## src/rtl/moore_fsm.sv

```systemverilog
// -----------------------------------------------------------------------------
// moore_fsm
//   Moore-type serial detector for the bit pattern "101" on din.  The detect
//   flag y is a registered decode of the next state, so it always equals
//   (present state == S3) and has no combinational path from din.  A
//   saturating counter records how many times the detect state was entered.
//
// Parameters
//   OVERLAP : 1 = the trailing "1" of a match may start the next pattern,
//             0 = matches never share bits.
//   CNT_W   : width of match_cnt.
//
// Ports
//   clk       in   system clock, rising edge active
//   rst       in   asynchronous reset, active low
//   din       in   serial data bit, sampled on the rising edge of clk
//   y         out  detect flag, high while in S3
//   PS_out    out  present-state register (S0=00, S1=01, S2=10, S3=11)
//   match_cnt out  number of S3 entries since reset, saturating at all-ones
// -----------------------------------------------------------------------------
module moore_fsm #(
    parameter int OVERLAP = 1,
    parameter int CNT_W   = 8
) (
    input  logic             clk,
    input  logic             rst,
    input  logic             din,
    output logic             y,
    output logic [1:0]       PS_out,
    output logic [CNT_W-1:0] match_cnt
);

    typedef enum logic [1:0] {
        S0 = 2'b00,  // idle, no prefix seen
        S1 = 2'b01,  // "1" seen
        S2 = 2'b10,  // "10" seen
        S3 = 2'b11   // "101" seen, detect
    } state_t;

    state_t ps;
    state_t ns;

    function automatic logic [CNT_W-1:0] sat_inc(input logic [CNT_W-1:0] c);
        return (&c) ? c : c + CNT_W'(1);
    endfunction

    // Next-state decode.  if/else (not ?:) so an unknown din falls to the
    // else branch and keeps the state register free of X in simulation.
    always_comb begin
        ns = S0;
        case (ps)
            S0: begin
                if (din) ns = S1;
                else     ns = S0;
            end
            S1: begin
                if (din) ns = S1;
                else     ns = S2;
            end
            S2: begin
                if (din) ns = S3;
                else     ns = S0;
            end
            S3: begin
                if (din)              ns = S1;
                else if (OVERLAP != 0) ns = S2;  // reuse the trailing "1"
                else                  ns = S0;
            end
            default: ns = S0;
        endcase
    end

    // y is registered from ns, which keeps it identical to (ps == S3).
    always_ff @(posedge clk or negedge rst) begin
        if (!rst) begin
            ps        <= S0;
            y         <= 1'b0;
            match_cnt <= '0;
        end else begin
            ps <= ns;
            y  <= (ns == S3);
            if (ns == S3) begin
                match_cnt <= sat_inc(match_cnt);
            end
        end
    end

    assign PS_out = ps;

endmodule

```

## config.mk

```make
export PLATFORM = sky130hd
export DESIGN_NAME = moore_fsm
export DESIGN_NICKNAME = d
export VERILOG_FILES = /design/src/rtl/moore_fsm.sv
export SDC_FILE = /design/constraint.sdc
export NUM_CORES = 1
export LEC_CHECK = 0
export ABC_AREA = 1
export BUFFER_PORTS_ARGS = -buffer_cell sky130_fd_sc_hd__buf_2
export CORE_AREA = 2 2 39 41
export DETAILED_ROUTE_END_ITERATION = 6
export DIE_AREA = 0 0 41 43
export GPL_ROUTABILITY_DRIVEN = 0
export GPL_TIMING_DRIVEN = 0
export PLACE_DENSITY = 0.68
export SLEW_MARGIN = 25
export SYNTH_ARGS = -nofsm -noshare
export SYNTH_HDL_FRONTEND = slang
export SYNTH_SLANG_ARGS = --single-unit
export TNS_END_PERCENT = 100
```

## constraint.sdc

```tcl
create_clock -name clk -period 1.46 [get_ports clk]
set_clock_uncertainty 0.05 [all_clocks]
set_input_delay 0.292 -clock clk [delete_from_list [all_inputs] [get_ports clk]]
set_output_delay 0.292 -clock clk [all_outputs]
set_load 0.05 [all_outputs]
```

==> metrics.yaml <==
outcome: "completed"
hold_viol_final: 0
routedWlPerCell_um: 10.4
ys_seq_elements: 11
maxCapViolCount: 0
rows: 14
cts.sinks: 11
cp-end-kind: "primary output"
crit_path_end: "match_cnt[2]"
p_per_area_nw_per_um2: 1330
r2r_cells: 8
critPathMaxStageDelay_ns: 0.46
cts-root-buf: "clkbuf_4"
clk_pin_slew_worst_paths_ns: 0.07
ant_nets: 0
post_cts_buffers: 0
routed_wirelength_mm: 1.08
grt_max_degree: 12
hp-class: "input pin to register"
maxSlewHeadroom: 0.835
min_period_ns: 1.37
io_pins: 14
path_max_fanout: 6
stdcell_count: 104
overflow: 0
clock_latency_ns: 0.27
fin_tns_setup_ns: 0
vdd_drop_max_mv: 1.05
critPathSlowestCell: "dfrtp_1"
vias_per_cell: 4.79
cts_tree: "done"
fin_area_sq_um: 733
rrSetupSlack_ns: 0.18
yosys_warnings: 0
num_vias: 498
cp.arrival_ns: 1.03
clk_path_buf_depth: 2
synth_cell_type_count: 17
dp.cells: 99
drtIter0Drc: 10
nets: 93
grt_pass1_vias: 461
port-buffer-count: 13
r2r_end: "match_cnt[1]"
required_ns: 1.12
startpoint_type: "register"
dieHeight_um: 43
fin_crit_sh: 0.940
worstMarginPinSlew_ns: 0.247
synthCells: 70
synth_nets: 74
yosysSeqAreaShare: 0.461
drv_slew: 0
diodes: 0
crit_family: "flip-flops"
cp.depth: 1
ctsHoldBuffers: 1
fmax_mhz: 729
path_class: "register to primary output"
start_util: 0.431
path_cells: "buf_2"
postPlaceCellArea_sq_um: 697
htreeDepth: 1
cts_inserted_buffers: 3
design.core.area_sq_um: 1380
critical_path.startpoint: "match_cnt[2]"
syn_avg_cell_area_sq_um: 8.53
post_cts_resized: 0
antenna_found_initial: 0
rsz0062_at_grt: "no"
area_growth_pct: 22.9
final_util: 0.530
crit_buf_inv: 1
netlist_area_sq_um: 597
p_leak_nw: 0.367
reg2reg_from: "match_cnt[0]"
dieArea_sq_um: 1760
grt_use_total: 0.157
drtPass1Iterations: 4
dpl.hpwl_um: 804
fp.dieW_um: 41
remaining_drc_errors: 0
drive_above_1_share: 0.307
final-setup-viol-count: 0
grt_pass1_wl_mm: 1.81
## power by group
group	switching (mW)	internal [mW]
logic	0.248	0.0982
clock network	0.101	0.106
registers	0.0670	0.352
total	0.416	0.556
## registers in the layout, indices dropped and copies added, names as in the netlist
name,cells
y,1
PS_out,2
match_cnt,8
## per-stage QoR
stage | setup WS [ns] | power [mW] | hold WS [ns]
floorplan | 0.000872 | 0.692 | -0.0536
global placement | 0.204 | 0.762 | 0.125
detailed placement | 0.182 | 0.771 | 0.129
CTS | 0.0709 | 0.993 | 0.168
global route | 0.0386 | 1.04 | 0.186
finish | 0.0878 | 0.972 | 0.175
## kinds of logic after synthesis
kind of cell,share of synthesized area
xor gates and xnor gates,0.0440
muxes,0.0168
buffers and inverters,0.0524
DFF,0.461
adders and majority gates,0.0210
and+or+nand+nor,0.390
AOI/OAI and AO/OA,0.0147
## synthesized netlist by cell type, drive strengths merged
cell,n,share of area
clkbuf,1,0.0063
dfrtp,11,0.46
ha,1,0.021
inv,6,0.046
mux2i,1,0.017
nand2,32,0.25
nand3,5,0.042
nand4,2,0.021
nor2,7,0.082
o21ai,1,0.015
xnor2,1,0.015
xor2,2,0.029
## worst min path at each step
stage,startpoint,endpoint,slack (ns),cells past startpoint
after floorplan,rst,PS_out[0],-0.05,0
after global placement,rst,match_cnt[2],0.13,1
after detailed placement,rst,match_cnt[2],0.13,1
after CTS,din,PS_out[1],0.17,2
after global routing,din,PS_out[1],0.19,2
final,din,PS_out[1],0.17,2
## cell type report
class	instances	area, sq um
Clock buffer	4	26.3
Fill cell	138	651
Timing Repair Buffer	14	75.1
Tap cell	16	20.0
Multi-Input combinational cell	52	303
Buffer	1	3.75
Sequential cell	11	278
Inverter	6	27.5
## layout by cell type (no fill, tap or decap), types with 2 or more instances in the layout
| cell type | instances |
|---|---|
| nor2_1 | 4 |
| nand2_1 | 29 |
| nand3_1 | 5 |
| dfrtp_2 | 2 |
| inv_1 | 5 |
| xor2_1 | 2 |
| clkbuf_1 | 2 |
| buf_2 | 13 |
| clkbuf_4 | 3 |
| dfrtp_1 | 9 |
| nor2_4 | 3 |
| nand4_1 | 2 |
## metal layers
layer	up-vias	wire [um]	global-route usage
met5	-	0	0
met4	0	18	0.100
met3	2	46	0.0314
met2	12	561	0.238
met1	231	455	0.191
li1	253	-	-
No activity file was read; power rests on OpenSTA's default activity.
